===== src/rtl/divisor_clk_param_pkg.sv =====
// Shared constants for the divider: output-mode encoding and the minimum legal divisor.
// Latency: none; this file holds declarations only.
// Backpressure: none; this file holds declarations only.
package divisor_pkg;

  // Output waveform selection for clk_out.
  typedef enum logic {
    MODE_PULSE  = 1'b0,
    MODE_SQUARE = 1'b1
  } mode_e;

  // Divisors below this value cannot produce distinct high/low phases.
  localparam int DIV_MIN = 2;

endpackage


===== src/rtl/divisor_clk_param_contador.sv =====
// Modulo-N enabled up-counter; exposes next count and the wrap condition for the top level.
// Latency: count updates on the rising edge; wrap and next count are combinational from state.
// Backpressure: enable low freezes the count; there is no handshake.
module contador_mod #(
  parameter int WIDTH = 8
) (
  input  logic             i_clk,
  input  logic             i_reset,
  input  logic             i_enable,
  input  logic [WIDTH-1:0] i_mod,
  output logic [WIDTH-1:0] o_count,
  output logic [WIDTH-1:0] o_count_nxt,
  output logic             o_wrap
);

  logic [WIDTH-1:0] r_count;

  // Next-count decode: wrap to zero on the last count of the period.
  always_comb begin
    o_wrap      = i_enable && (r_count == (i_mod - WIDTH'(1)));
    o_count_nxt = r_count;
    if (i_enable) begin
      o_count_nxt = o_wrap ? '0 : (r_count + WIDTH'(1));
    end
  end

  // Count register with synchronous reset.
  always_ff @(posedge i_clk) begin
    if (i_reset) begin
      r_count <= '0;
    end else begin
      r_count <= o_count_nxt;
    end
  end

  assign o_count = r_count;

endmodule


===== src/rtl/divisor_clk_param.sv =====
// Runtime-programmable clock divider producing a one-cycle tick and a pulse/square clk_out.
// Latency: all outputs registered; a loaded divisor takes effect at the next wrap edge.
// Backpressure: enable low freezes count/outputs; loads are held pending until an enabled wrap.
module divisor_clk_param
  import divisor_pkg::*;
#(
  parameter int WIDTH     = 8,
  parameter int DIV_RESET = 5
) (
  input  logic             i_clk,
  input  logic             i_reset,
  input  logic             i_enable,
  input  logic [WIDTH-1:0] i_div_in,
  input  logic             i_div_load,
  input  logic             i_mode_in,
  output logic             o_div_ack,
  output logic             o_tick,
  output logic             o_clk_out,
  output logic [WIDTH-1:0] o_count,
  output logic [WIDTH-1:0] o_div_active
);

  localparam logic [WIDTH-1:0] DIV_RST_C =
    (DIV_RESET < DIV_MIN) ? WIDTH'(DIV_MIN) : WIDTH'(DIV_RESET);

  logic [WIDTH-1:0] r_div_active;
  mode_e            r_mode;
  logic             r_pend_vld;
  logic [WIDTH-1:0] r_pend_div;
  mode_e            r_pend_mode;
  logic             r_tick;
  logic             r_ack;
  logic             r_clk_out;

  logic [WIDTH-1:0] w_count;
  logic [WIDTH-1:0] w_count_nxt;
  logic             w_wrap;
  logic [WIDTH-1:0] w_load_div;
  logic             w_activate;
  logic [WIDTH-1:0] w_div_nxt;
  mode_e            w_mode_nxt;
  logic             w_clk_nxt;

  contador_mod #(.WIDTH(WIDTH)) u_cnt (
    .i_clk       (i_clk),
    .i_reset     (i_reset),
    .i_enable    (i_enable),
    .i_mod       (r_div_active),
    .o_count     (w_count),
    .o_count_nxt (w_count_nxt),
    .o_wrap      (w_wrap)
  );

  // Clamp, activation select and clk_out decode from the values that will hold after this edge.
  always_comb begin
    w_load_div = (i_div_in < WIDTH'(DIV_MIN)) ? WIDTH'(DIV_MIN) : i_div_in;
    w_activate = w_wrap && (i_div_load || r_pend_vld);
    w_div_nxt  = r_div_active;
    w_mode_nxt = r_mode;
    if (w_wrap) begin
      // A load arriving on the wrap edge is newer than anything pending, so it wins.
      if (i_div_load) begin
        w_div_nxt  = w_load_div;
        w_mode_nxt = mode_e'(i_mode_in);
      end else if (r_pend_vld) begin
        w_div_nxt  = r_pend_div;
        w_mode_nxt = r_pend_mode;
      end
    end
    if (w_mode_nxt == MODE_SQUARE) begin
      w_clk_nxt = (w_count_nxt >= (w_div_nxt >> 1));
    end else begin
      w_clk_nxt = (w_count_nxt == (w_div_nxt - WIDTH'(1)));
    end
  end

  // Pending/active settings and registered outputs.
  always_ff @(posedge i_clk) begin
    if (i_reset) begin
      r_div_active <= DIV_RST_C;
      r_mode       <= MODE_PULSE;
      r_pend_vld   <= 1'b0;
      r_pend_div   <= '0;
      r_pend_mode  <= MODE_PULSE;
      r_tick       <= 1'b0;
      r_ack        <= 1'b0;
      r_clk_out    <= 1'b0;
    end else begin
      r_div_active <= w_div_nxt;
      r_mode       <= w_mode_nxt;
      r_tick       <= w_wrap;
      r_ack        <= w_activate;
      if (w_wrap) begin
        r_pend_vld <= 1'b0;
      end else if (i_div_load) begin
        r_pend_vld  <= 1'b1;
        r_pend_div  <= w_load_div;
        r_pend_mode <= mode_e'(i_mode_in);
      end
      if (i_enable) begin
        r_clk_out <= w_clk_nxt;
      end
    end
  end

  assign o_div_ack    = r_ack;
  assign o_tick       = r_tick;
  assign o_clk_out    = r_clk_out;
  assign o_count      = w_count;
  assign o_div_active = r_div_active;

endmodule


===== config.mk =====
export PLATFORM = sky130hd
export DESIGN_NAME = divisor_clk_param
export DESIGN_NICKNAME = d
export VERILOG_FILES = /design/src/rtl/divisor_clk_param_pkg.sv /design/src/rtl/divisor_clk_param_contador.sv /design/src/rtl/divisor_clk_param.sv
export SDC_FILE = /design/constraint.sdc
export NUM_CORES = 1
export LEC_CHECK = 0
export ABC_AREA = 1
export CAP_MARGIN = 20
export CELL_PAD_IN_SITES_DETAIL_PLACEMENT = 1
export CELL_PAD_IN_SITES_GLOBAL_PLACEMENT = 1
export CORE_AREA = 3 3 92 94
export DETAILED_ROUTE_END_ITERATION = 10
export DIE_AREA = 0 0 95 97
export HOLD_SLACK_MARGIN = 0.1
export PLACE_DENSITY = 0.74
export SLEW_MARGIN = 30
export SYNTH_ARGS = -nofsm -noshare
export SYNTH_HDL_FRONTEND = slang
export SYNTH_SLANG_ARGS = --single-unit

===== constraint.sdc =====
create_clock -name i_clk -period 7.4 [get_ports i_clk]
set_input_delay 1.48 -clock i_clk [delete_from_list [all_inputs] [get_ports i_clk]]
set_output_delay 1.48 -clock i_clk [all_outputs]
set_load 0.01 [all_outputs]

==> summary.md <==
| Metric | Value |
|---|---|
| Status | `completed` |
| Final Hold Vio Count | `0` |
| Initial antenna violation count | `0` |
| Slew headroom | `41.9%` |
| Worst-Margin Slew | `0.868 ns` |
| Top_reg_cell synth | `dfxtp_1` |
| Htree depth | `2` |
| First-pass GRT wire length | `12.2 mm` |
| Pwr/cell area | `139 nW/µm²` |
| CP Capture Type | `register` |
| Number of synthesized flops with an enable pin | `0` |
| Ys async rst share | `0%` |
| Post-cts gate resize count | `0` |
| Flop pwr share | `44.3%` |
| Die area | `9220 µm²` |
| Cells after synthesis | `376` |
| Via density | `4.87` |
| Core Box Area | `7730 µm²` |
| Largest net degree at the start of global routing | `29` |
| Via count | `2476` |
| Vias in the first global route | `2471` |
| Die W | `95 µm` |
| Share of cells above drive strength 1 | `7.39%` |
| IO Pins | `32` |
| Mean post-synth cell area | `6.09 µm²` |
| DR iter-0 viols | `89` |
| Fmax | `0.219 GHz` |
| Skew-Pair Late Insertion Delay | `0.29 ns` |
| CP Max Fanout | `25` |
| CP startpoint kind | `primary input` |
| Leak pwr | `0.00132 µW` |
| Post-CTS Setup Inserts | `0` |
| Mapped Area | `2290 µm²` |
| RSZ-0062 raised after global routing | `false` |
| Synth Warn # | `0` |
| Tmin final | `4.57 ns` |
| Hold_buf cts | `0` |
| CTS tree | `yes` |
| Setup tns final | `0 ns` |
| WP data arrival | `4.75 ns` |
| Syn nets | `399` |
| Overall global routing resource usage | `16.7%` |
| Detailed placement HPWL | `5.84 mm` |
| Kind of critical path | `primary input to register` |
| Int Power | `283 µW` |
| Sw frac | `26.8%` |
| Netlist cell types | `35` |
| Yosys reg bits | `30` |
| Num CTS Buffers | `5` |
| Final hold slack | `0.464 ns` |
| Per-cell routed wire length | `14.4 µm` |
| DR DRC count | `0` |
| Drt pass-1 iters | `4` |
| Grt ovf | `0` |
| Final setup violation count | `0` |
| P_sw | `104 µW` |
| Clock root buffer | `clkbuf_8` |
| Gate power share | `14.1%` |
| Share of total power in the clock network | `41.7%` |
| Rows | `32` |
| Die Ht | `97 µm` |
| Post-synthesis sequential area ratio | `26.2%` |
| Max-cap violation count | `0` |
| Area post-placement | `2680 µm²` |
| Clk sinks | `30` |
| DP Cell Count | `500` |
| Worst-path clk slew | `0.07 ns` |
| Layout overhead on the synthesized area | `21.7%` |
| Final critical-path share of the clock period | `61.8%` |
| Final ANT Viol Nets | `0` |
| Final Cell Area | `2790 µm²` |
| Port Buf Inserts | `31` |
| Final Max Slew Viols | `0` |
| Ant. Diodes | `0` |
| Cell Count, Final, Fillers Out | `508` |
| Final GP Congestion | `0.867` |
| Initial Utilization | `29.6%` |
| Worst vdd rail ir drop | `0.0706 mV` |
| Worst hold path type | `register to register` |
| Crit path required time | `7.58 ns` |
| Final WL | `7.30 mm` |
| Fin Clk Skew | `0.00707 ns` |
| CTS max path bufs | `2` |
| Fin nets | `428` |
-- worst paths after layout --
path / from / to / slack, ns / cells after the start
min reg2reg: r_pend_div[3] / r_pend_div[3] / 0.46 / 2
min: r_pend_div[3] / r_pend_div[3] / 0.46 / 2
max: i_enable / o_clk_out / 2.83 / 18
max reg2reg: o_div_active[0] / o_clk_out / 3.13 / 21
-- cell families after synthesis --
family	count (synthesis)	share of synthesized area, %
AO/OA/AOI/OAI	45	12.4
adder cells (fa/ha/maj)	10	5.46
XOR/XNOR	7	2.68
flip-flops	30	26.2
buffers and inverters	56	10.0
AND/OR/NAND/NOR	228	43.2
-- registers in the layout, indices dropped and copies added (netlist names) --
register	flops
u_cnt.o_count	8
r_pend_mode	1
o_div_active	8
r_mode	1
o_clk_out	1
o_tick	1
r_pend_vld	1
o_div_ack	1
r_pend_div	8
-- power groups by stage --
stage | clock network [µW] | registers, µW | logic, µW
6_report | 161 | 171 | 54.5
5_1_grt | 171 | 172 | 61.7
4_1_cts | 165 | 171 | 54.7
3_5_place_dp | 0 | 175 | 54.4
3_3_place_gp | 0 | 175 | 53.2
2_1_floorplan | 0 | 174 | 34.7
-- Yosys cell counts, types with 3 or more instances --
master,n,area share (%)
nand2_1,119,19
nor2_1,49,8.0
inv_1,45,7.4
nand3_1,36,7.9
dfxtp_1,30,26
o21ai_0,14,3.1
a21oi_1,13,2.8
ha_1,10,5.5
nand2_2,7,1.9
xor2_1,6,2.3
buf_2,4,0.87
o21a_1,4,1.3
a211oi_1,3,0.98
clkbuf_1,3,0.49
nand3b_1,3,0.98
nor2_2,3,0.82
nor2_4,3,1.5
-- cell type report --
cell class	instances	area, µm²
Sequential cell	30	601
Tap cell	102	128
Timing Repair Buffer	32	318
Multi-Input combinational cell	290	1460
Fill cell	1020	4940
Inverter	46	173
Clock buffer	8	110
-- cell usage in the layout (no fill, tap or decap), drive strengths merged, types with 6 or more instances in the layout --
cell and count:
nand2 127, nor2 55, inv 46, nand3 38, clkdlybuf4s50 31, dfxtp 30
o21ai 16, a21oi 16, ha 10, clkbuf 8, xor2 6
-- layer usage --
layer	routed length, µm	track usage [%]	share of wire, %	vias up
met5	0	0	0	-
met4	133	5.22	1.8	0
met3	217	2.33	3.0	10
met2	3270	25.4	45	38
met1	3680	24.1	50	1181
li1	-	-	-	1247
-- critical path, cell delays in order --
cell and delay (ns):
clkdlybuf4s50_1 0.57, nand2_1 0.08, nor3_1 0.17, nand2_1 0.11, nor2_4 0.32, nand2_4 0.24
nand2_1 0.14, nand2_1 0.12, ha_1 0.31, a21boi_0 0.12, o21a_1 0.16, o21ai_0 0.14
a21boi_0 0.10, o21a_1 0.17, o21ai_0 0.19, a21oi_1 0.10, nor2_1 0.13, a21oi_2 0.07
-- stage by stage --
stage / util (%) / power (µW) / worst slack [ns]
final: 36.1 / 387 / 2.83
after detailed placement: 34.7 / 229 / 2.53
after floorplan: - / 209 / 3.69
after global placement: 34.7 / 228 / 2.68
after CTS: 36.1 / 391 / 2.83
after global routing: 36.1 / 405 / 2.50
Note: power is estimated with default switching activity, not from simulation.
